$ cat src/rtl/bcd_countdown_timer.sv
// Multi-digit BCD down counter with an internal tick prescaler.
// Loads a clamped BCD preset, counts down once per tick, and flags expiry at zero.
module bcd_countdown_timer #(
  parameter int                  DIGITS    = 2,
  parameter int                  TICK_DIV  = 50000000,
  parameter logic [4*DIGITS-1:0] START_BCD = 'h30
) (
  input  logic                  Clock,
  input  logic                  Reset,
  input  logic                  Load,
  input  logic [4*DIGITS-1:0]   Preset,
  input  logic                  Start,
  input  logic                  Pause,
  output logic [4*DIGITS-1:0]   Q,
  output logic                  Tick,
  output logic                  Running,
  output logic                  Done,
  output logic                  Expired
);

  localparam int W  = 4 * DIGITS;
  localparam int PW = (TICK_DIV > 2) ? $clog2(TICK_DIV) : 1;
  localparam logic [PW-1:0] PRESC_MAX = PW'(TICK_DIV - 1);

  typedef enum logic [1:0] {
    ST_IDLE,
    ST_RUN,
    ST_PAUSED,
    ST_EXPIRED
  } state_t;

  // Any nibble above 9 saturates to 9 so Q never holds a non-decimal digit.
  function automatic logic [W-1:0] clamp_bcd(input logic [W-1:0] v);
    logic [W-1:0] r;
    r = v;
    for (int i = 0; i < DIGITS; i++) begin
      if (v[4*i +: 4] > 4'd9) r[4*i +: 4] = 4'd9;
    end
    return r;
  endfunction

  localparam logic [W-1:0] START_VAL = clamp_bcd(START_BCD);

  state_t        state_q, state_d;
  logic [W-1:0]  q_q, q_d;
  logic [PW-1:0] presc_q, presc_d;
  logic          tick_q, tick_d;
  logic          done_q, done_d;
  logic          running_q;
  logic          expired_q;

  logic [DIGITS:0] borrow;
  logic [W-1:0]    q_dec;
  logic [W-1:0]    q_dec_sat;
  logic [W-1:0]    preset_clamped;
  logic            q_is_zero;
  logic            dec_is_zero;

  // Borrow ripples from digit 0 upward; a borrow out of the top digit means Q was zero.
  assign borrow[0] = 1'b1;
  for (genvar gi = 0; gi < DIGITS; gi++) begin : g_digit
    logic [3:0] dig;
    assign dig = q_q[4*gi +: 4];
    assign q_dec[4*gi +: 4] = !borrow[gi]     ? dig  :
                              (dig == 4'd0)   ? 4'd9 : dig - 4'd1;
    assign borrow[gi+1] = borrow[gi] & (dig == 4'd0);
  end

  assign q_is_zero      = borrow[DIGITS];
  assign q_dec_sat      = q_is_zero ? '0 : q_dec;
  assign dec_is_zero    = ~|q_dec_sat;
  assign preset_clamped = clamp_bcd(Preset);

  always_comb begin
    state_d = state_q;
    q_d     = q_q;
    presc_d = presc_q;
    tick_d  = 1'b0;
    done_d  = 1'b0;

    if (Load) begin
      q_d     = preset_clamped;
      presc_d = '0;
      state_d = ST_IDLE;
    end else begin
      unique case (state_q)
        ST_IDLE: begin
          if (!Pause && Start) begin
            presc_d = '0;
            state_d = q_is_zero ? ST_EXPIRED : ST_RUN;
          end
        end
        ST_RUN: begin
          if (Pause) begin
            state_d = ST_PAUSED;
          end else if (presc_q == PRESC_MAX) begin
            presc_d = '0;
            tick_d  = 1'b1;
            q_d     = q_dec_sat;
            if (dec_is_zero) begin
              done_d  = 1'b1;
              state_d = ST_EXPIRED;
            end
          end else begin
            presc_d = presc_q + PW'(1);
          end
        end
        ST_PAUSED: begin
          // Prescaler keeps its value so the partial tick period is honoured on resume.
          if (!Pause && Start) state_d = ST_RUN;
        end
        ST_EXPIRED: begin
          if (!Pause && Start) begin
            q_d     = START_VAL;
            presc_d = '0;
            state_d = ST_RUN;
          end
        end
        default: state_d = ST_IDLE;
      endcase
    end
  end

  always_ff @(posedge Clock or negedge Reset) begin
    if (!Reset) begin
      state_q   <= ST_IDLE;
      q_q       <= START_VAL;
      presc_q   <= '0;
      tick_q    <= 1'b0;
      done_q    <= 1'b0;
      running_q <= 1'b0;
      expired_q <= 1'b0;
    end else begin
      state_q   <= state_d;
      q_q       <= q_d;
      presc_q   <= presc_d;
      tick_q    <= tick_d;
      done_q    <= done_d;
      running_q <= (state_d == ST_RUN);
      expired_q <= (state_d == ST_EXPIRED);
    end
  end

  assign Q       = q_q;
  assign Tick    = tick_q;
  assign Done    = done_q;
  assign Running = running_q;
  assign Expired = expired_q;

endmodule

$ cat config.mk
export PLATFORM = sky130hd
export DESIGN_NAME = bcd_countdown_timer
export DESIGN_NICKNAME = d
export VERILOG_FILES = /design/src/rtl/bcd_countdown_timer.sv
export SDC_FILE = /design/constraint.sdc
export NUM_CORES = 1
export LEC_CHECK = 0
export ABC_AREA = 1
export BUFFER_PORTS_ARGS = -buffer_cell sky130_fd_sc_hd__buf_2
export CAP_MARGIN = 15
export CORE_ASPECT_RATIO = 1.5
export CORE_UTILIZATION = 30
export CTS_CLUSTER_DIAMETER = 40
export CTS_CLUSTER_SIZE = 20
export DETAILED_ROUTE_END_ITERATION = 8
export PLACE_DENSITY = 0.46
export SLEW_MARGIN = 20
export SYNTH_ARGS = -nofsm -noshare
export SYNTH_HDL_FRONTEND = slang
export SYNTH_SLANG_ARGS = --single-unit
$ cat constraint.sdc
create_clock -name Clock -period 2.37 [get_ports Clock]
set_clock_uncertainty 0.1 [all_clocks]
set_input_delay 0.3555 -clock Clock [delete_from_list [all_inputs] [get_ports Clock]]
set_output_delay 0.3555 -clock Clock [all_outputs]
set_load 0.05 [all_outputs]
# --- After elaboration in Yosys (flattened, before gate mapping) ---
# Index checks and enable logic that the tools add are counted.
totals:
  input_bits: 13
  ff_bits: 40
  word_cells: 68
op_classes:
  magnitude_cmp: 2
  n_eq_ne: 10
  reduce_logical: 12
  muxes: 33
  n_bitwise: 1
  n_addsub: 3
ops:
  columns: ["cell", "n"]
  rows:
  - ["$mux W26", 4]
  - ["$pmux W26 S2", 1]
  - ["$mux W8", 5]
  - ["$add A26 B1 Y26 const B", 1]
  - ["$eq A26 B26 Y1 const B", 1]
  - ["$mux W4", 5]
  - ["$pmux W8 S2", 1]
  - ["$mux W2", 7]
  - ["$mux W1", 9]
  - ["$ne A3 B3 Y1 const B", 3]
  - ["$gt A4 B4 Y1 const B", 2]
  - ["$logic_not A4 Y1", 2]
  - ["$reduce_or A8 Y1", 1]
  - ["$sub A4 B1 Y4 const B", 2]
  - ["$eq A2 B2 Y1 const B", 3]
  - ["$pmux W2 S3", 1]
  - ["$reduce_bool A3 Y1", 2]
  - ["$eq A2 B1 Y1 const B", 2]
  - ["$reduce_and A4 Y1", 1]
  - ["$reduce_or A2 Y1", 2]
  - ["$ne A3 B1 Y1 const B", 1]
  - ["$reduce_and A3 Y1", 1]
  - ["$logic_not A2 Y1", 1]
  - ["$and A1 B1 Y1", 1]
  - ["2 further kinds", 2]

# --- Depth between registers and ports, before layout ---
logic_depth:
  ltp_word: 11
  depth_mapped: 15
  depth_no_buf: 15

# --- Worst setup path before layout ---
# OpenSTA, ideal clock, no wires.
synth_timing:
  path_type: "reg-to-reg"
  start: "register q_q[0] (netlist: Q[0])"
  end: "register running_q (netlist: Running)"
  setup_slack_ps: 276
  required_time_ps: 2152
  path_stages_with_launch: 12
  setup_time_ps: 118
  t_arrival_ps: 1876
  path_cell_list: "dfrtp_1 -> inv_1 -> ha_1 -> inv_1 -> o21ai_0 -> nand2_1 -> nor2_1 -> nand3_1 -> nand2_1 -> nand2_1 -> a21oi_2 -> nor2_1"
synth_between:
  elab_chain_len: 10
  elab_cells_between_ends: 15
  cone_classes: "1 x add/sub; 1 x eq/ne; 10 x mux; 1 x bitwise; 2 x reduce/logical"
synth_rtl:
  columns: ["element", "line_no", "text"]
  rows:
  - ["start: declaration", "45", "logic [W-1:0] q_q, q_d;"]
  - ["start signal: assignment", "135", "q_q <= q_d;"]
  - ["$sub A4 B1 Y4 or $logic_not A4 Y1 (tied branches)", "65, 66", null]
  - ["$mux W4 (tied with other cells)", "65", "(dig == 4'd0) ? 4'd9 : dig - 4'd1;"]
  - ["$mux W8", "70", "assign q_dec_sat = q_is_zero ? '0 : q_dec;"]
  - ["$reduce_or A8 Y1", "71", "assign dec_is_zero = ~|q_dec_sat;"]
  - ["$mux W2", "100", "if (dec_is_zero) begin"]
  - ["$mux W2", "96", "end else if (presc_q == PRESC_MAX) begin"]
  - ["$mux W2", "94", "if (Pause) begin"]
  - ["$pmux W2 S3 (*)", "86", "unique case (state_q)"]
  - ["$mux W2 (*)", "81", "if (Load) begin"]
  - ["via state_d[1]", "44", "state_t state_q, state_d;"]
  - ["$eq A2 B1 Y1 (*)", "139", "running_q <= (state_d == ST_RUN);"]
  - ["end signal: assignment", "139", null]
  - ["end: declaration", "49", "logic running_q;"]
# Mark *: on every way through the listed nets, which the timed path passes. The rest lies on a longest branch.
# A chain may end at the register's enable or synchronous reset.

# --- Worst setup path after layout ---
layout_timing:
  start: "register state_q[1]"
  end: "register presc_q[6]"
layout_between:
  elab_chain_len: 4
  elab_cells_between_ends: 10
  cone_classes: "4 x eq/ne; 2 x mux; 4 x reduce/logical"
layout_rtl:
  columns: ["element", "line_no", "text"]
  rows:
  - ["start: declaration", "44", null]
  - ["start signal: assignment", "134", "state_q <= state_d;"]
  - ["$eq A2 B2 Y1 or $logic_not A2 Y1 (tied branches)", "86", null]
  - ["$reduce_or A2 Y1 (no source line)", null, null]
  - ["$ne A3 B1 Y1 (no source line) (tied with other cells)", null, null]
  - ["$reduce_and A3 Y1 (no source line) or $mux W26 (tied branches)", null, null]
  - ["end signal: assignment", "136", "presc_q <= presc_d;"]
  - ["end: declaration", "46", "logic [PW-1:0] presc_q, presc_d;"]
# Several ways; a longest one is shown, not always the timed one.

==> key figures <==
Outcome
  • Status: complete, no violations

Floorplan
  • Io pins: 25
  • Placeable Area: approximately 8400 um2
  • Initial Utilization: a little under a third
  • Die span in y: between 100 and 150 um
  • Die width: 77.8 um
  • Rows: 41
  • Die area: between 9000 and 10,000 um2

Synthesis
  • Register bit total from synthesis: 40
  • Register area share after synthesis: between 30% and 40%
  • Synth area leaders: dfrtp_1 (37%), nand2_1 (14%), inv_1 (6.8%)
  • Async S/R FF share, synth: 100%
  • Post-Syn Area: 2590 um2
  • Mapped Nets: 380
  • Synth cell types: 38
  • Top cell types by occurrence after synthesis: nand2_1 (94), inv_1 (47), dfrtp_1 (38), nand3_1 (35), nor2_1 (35)
  • Most frequent cell after synthesis: nand2_1
  • Post-synth EDFFs: 0
  • Post-synth top area share: between 30% and 40%
  • Post-synth top area cell: dfrtp_1
  • Mapped Avg Cell Area: 7.19 um2
  • Synth Instances: between 300 and 400
  • Ys flop type: dfrtp_1
  • Syn. warnings: 0

Placement
  • Placed Cells: between 400 and 500
  • GP Congestion: approximately 0.80
  • Detailed Place HPWL: between 5 and 6 mm
  • Port Buffers: 24

Setup path
  • Worst path max stage delay: approximately 0.40 ns
  • Critical-path cell list: inv_1, ha_1, nor2_1, nand2_1, nand2_1, nor2_4, buf_4, inv_1, nor3_1, a21oi_1, a21oi_1
  • CP max-delay cell: dfrtp_1
  • Critical path class: register to register
  • Worst Reg-to-Reg Cells: 11
  • Crit end category: register
  • Crit path max fanout: 9
  • CP Data Arrival Time: 2.29 ns
  • Startpoint types: register
  • Worst EP required: around 2.5 ns

Drt
  • Routed WL per cell: roughly 13 um
  • Routed WL: ~6.8 mm
  • DRT antenna net count: 0
  • Vias per cell: 4.82
  • DR pass1 iterations: 4
  • DR vias: ~2,400
  • DRC viols: 0
  • Initial DRC Count: between 100 and 150

Final layout
  • Nets@finish: approximately 420
  • Finished Layout Cells: 505
  • ANT cells: 0
  • Synth-to-layout area growth: 17.2%
  • Ratio of cells with drive above 1 in the final layout: between 10% and 20%

Power and ir drop
  • Max VDD drop: ~0.34 mV
  • PD cells: about 800 nW/um2
  • Leakage: about 1.5 nW

STA
  • Pins Over Slew Limit: 0
  • Actual slew at the worst max-slew pin: approximately 0.53 ns
  • Maximum clock rate: roughly 460 MHz
  • Post-route minimum period: about 2.2 ns
  • Final Hold Vio Count: 0
  • Rel. slew slack: between 60% and 70%
  • Fin crit share: between 90% and 100%
  • Unrepaired setup endpoints after global routing: false
  • Final setup violation count: 0
  • Fin Setup TNS: 0 ns

Clocking
  • Clock slew at reported path FFs: roughly 0.060 ns
  • Post_cts resized: 0
  • Max clock buf depth: 2
  • CTS tree: built
  • CTS Sinks: 40
  • Clock Latency Late Sink: between 0.2 and 0.3 ns
  • Cts bufs inserted: 5
  • Htree depth: 2
  • CTS root buffer: clkbuf_16

Global route
  • Met1 Use GR: 16.8%
  • GRT busiest layer: met2
  • Largest net degree at the start of global routing: 41
  • Met2 usage: around a third
  • First-pass GRT wire length: roughly 11 mm
  • Vias in the first global route: about 2,400
  • Overflow left after global routing: 0
  • M3 GR Usage: 2.60%
  • Initial antenna violation count: 0
  • Total Routing Usage GR: ~17%

Worst hold path
  • HP Class: input port to async pin

Run
  • Max-cap viol count: 0
## sequential cells by signal, summed over array words and instances (netlist names)
signal / cells
Done: 1
Expired: 1
Q: 8
Running: 1
Tick: 1
presc_q: 26
state_q: 2
## layout by cell type, fill, tap and decap left out, drive strengths merged
cell type / count
nand2: 99
clkbuf: 7
clkinv: 1
a31oi: 2
xor2: 5
buf: 34
clkinvlp: 1
nand3: 36
dfstp: 2
ha: 7
nand4: 8
o31ai: 1
o22ai: 3
nor3b: 3
nor4: 3
or2: 1
nand3b: 1
nor3: 16
nor2: 40
inv: 53
a21oi: 19
o21ai: 15
o32ai: 1
dfrtp: 38
a211oi: 1
a22oi: 1
## worst paths after layout
check	from	endpoint	slack (ns)
max in group asynchronous	Reset	Q[4]	1.76
min reg2reg	Q[4]	Q[4]	0.39
max	state_q[1]	presc_q[6]	0.20
max reg2reg	state_q[1]	presc_q[6]	0.20
min in group Clock	Preset[5]	Q[5]	0.33
min	Reset	Q[2]	0.03
## power by group
part / total (mW) / internal, mW / switching (mW)
clock: 0.699 / 0.420 / 0.280
sequential: 0.798 / 0.742 / 0.0569
combinational: 0.902 / 0.281 / 0.621
## kinds of logic after synthesis
group	count (synthesis)	share of synthesized area (%)
fa+ha+maj	7	3.38
simple gates	207	37.2
xor+xnor	5	1.69
flops	40	38.8
buf+inv	58	9.28
compound gates	43	9.72
## metal layers
metal / wire length, um / share of wire (%)
met1: 2680 / 39
met2: 3640 / 54
met3: 212 / 3.1
met4: 249 / 3.7
met5: 0 / 0
## worst max-delay path, delay by kind of cell (launching register included)
family,cells,cell delay [ns]
adders and majority gates,1,0.34
AOI/OAI and AO/OA,2,0.24
and+or+nand+nor,5,0.70
buffers and inverters,3,0.32
DFF,1,0.40
## per-stage QoR
stage / util, % / setup WS (ns) / instance area, um2 / power (mW) / hold slack, ns
2_1_floorplan: - / 0.276 / 2590 / 1.45 / -0.0401
3_3_place_gp: 33.9 / 0.215 / 2850 / 1.70 / 0.362
3_5_place_dp: 33.9 / 0.189 / 2850 / 1.70 / 0.361
4_1_cts: 35.7 / 0.157 / 3000 / 2.41 / 0.0571
5_1_grt: 36.1 / 0.00224 / 3030 / 2.58 / 0.0750
6_report: 36.1 / 0.198 / 3030 / 2.40 / 0.0296
## final cells by class
type,instances,area [um2]
clock buffers,7,143
clock inverters,1,7.51
fillers,929,5380
inverters,54,205
multi-input cells,262,1350
flip-flops and latches,40,1000
well taps,107,134
repair buffers,34,195
## repair_timing
action,in CTS,in global routing
hold buffers,0,0
setup endpoints to repair,0,7
buffers inserted,0,4
(Power assumes the default switching activity.)
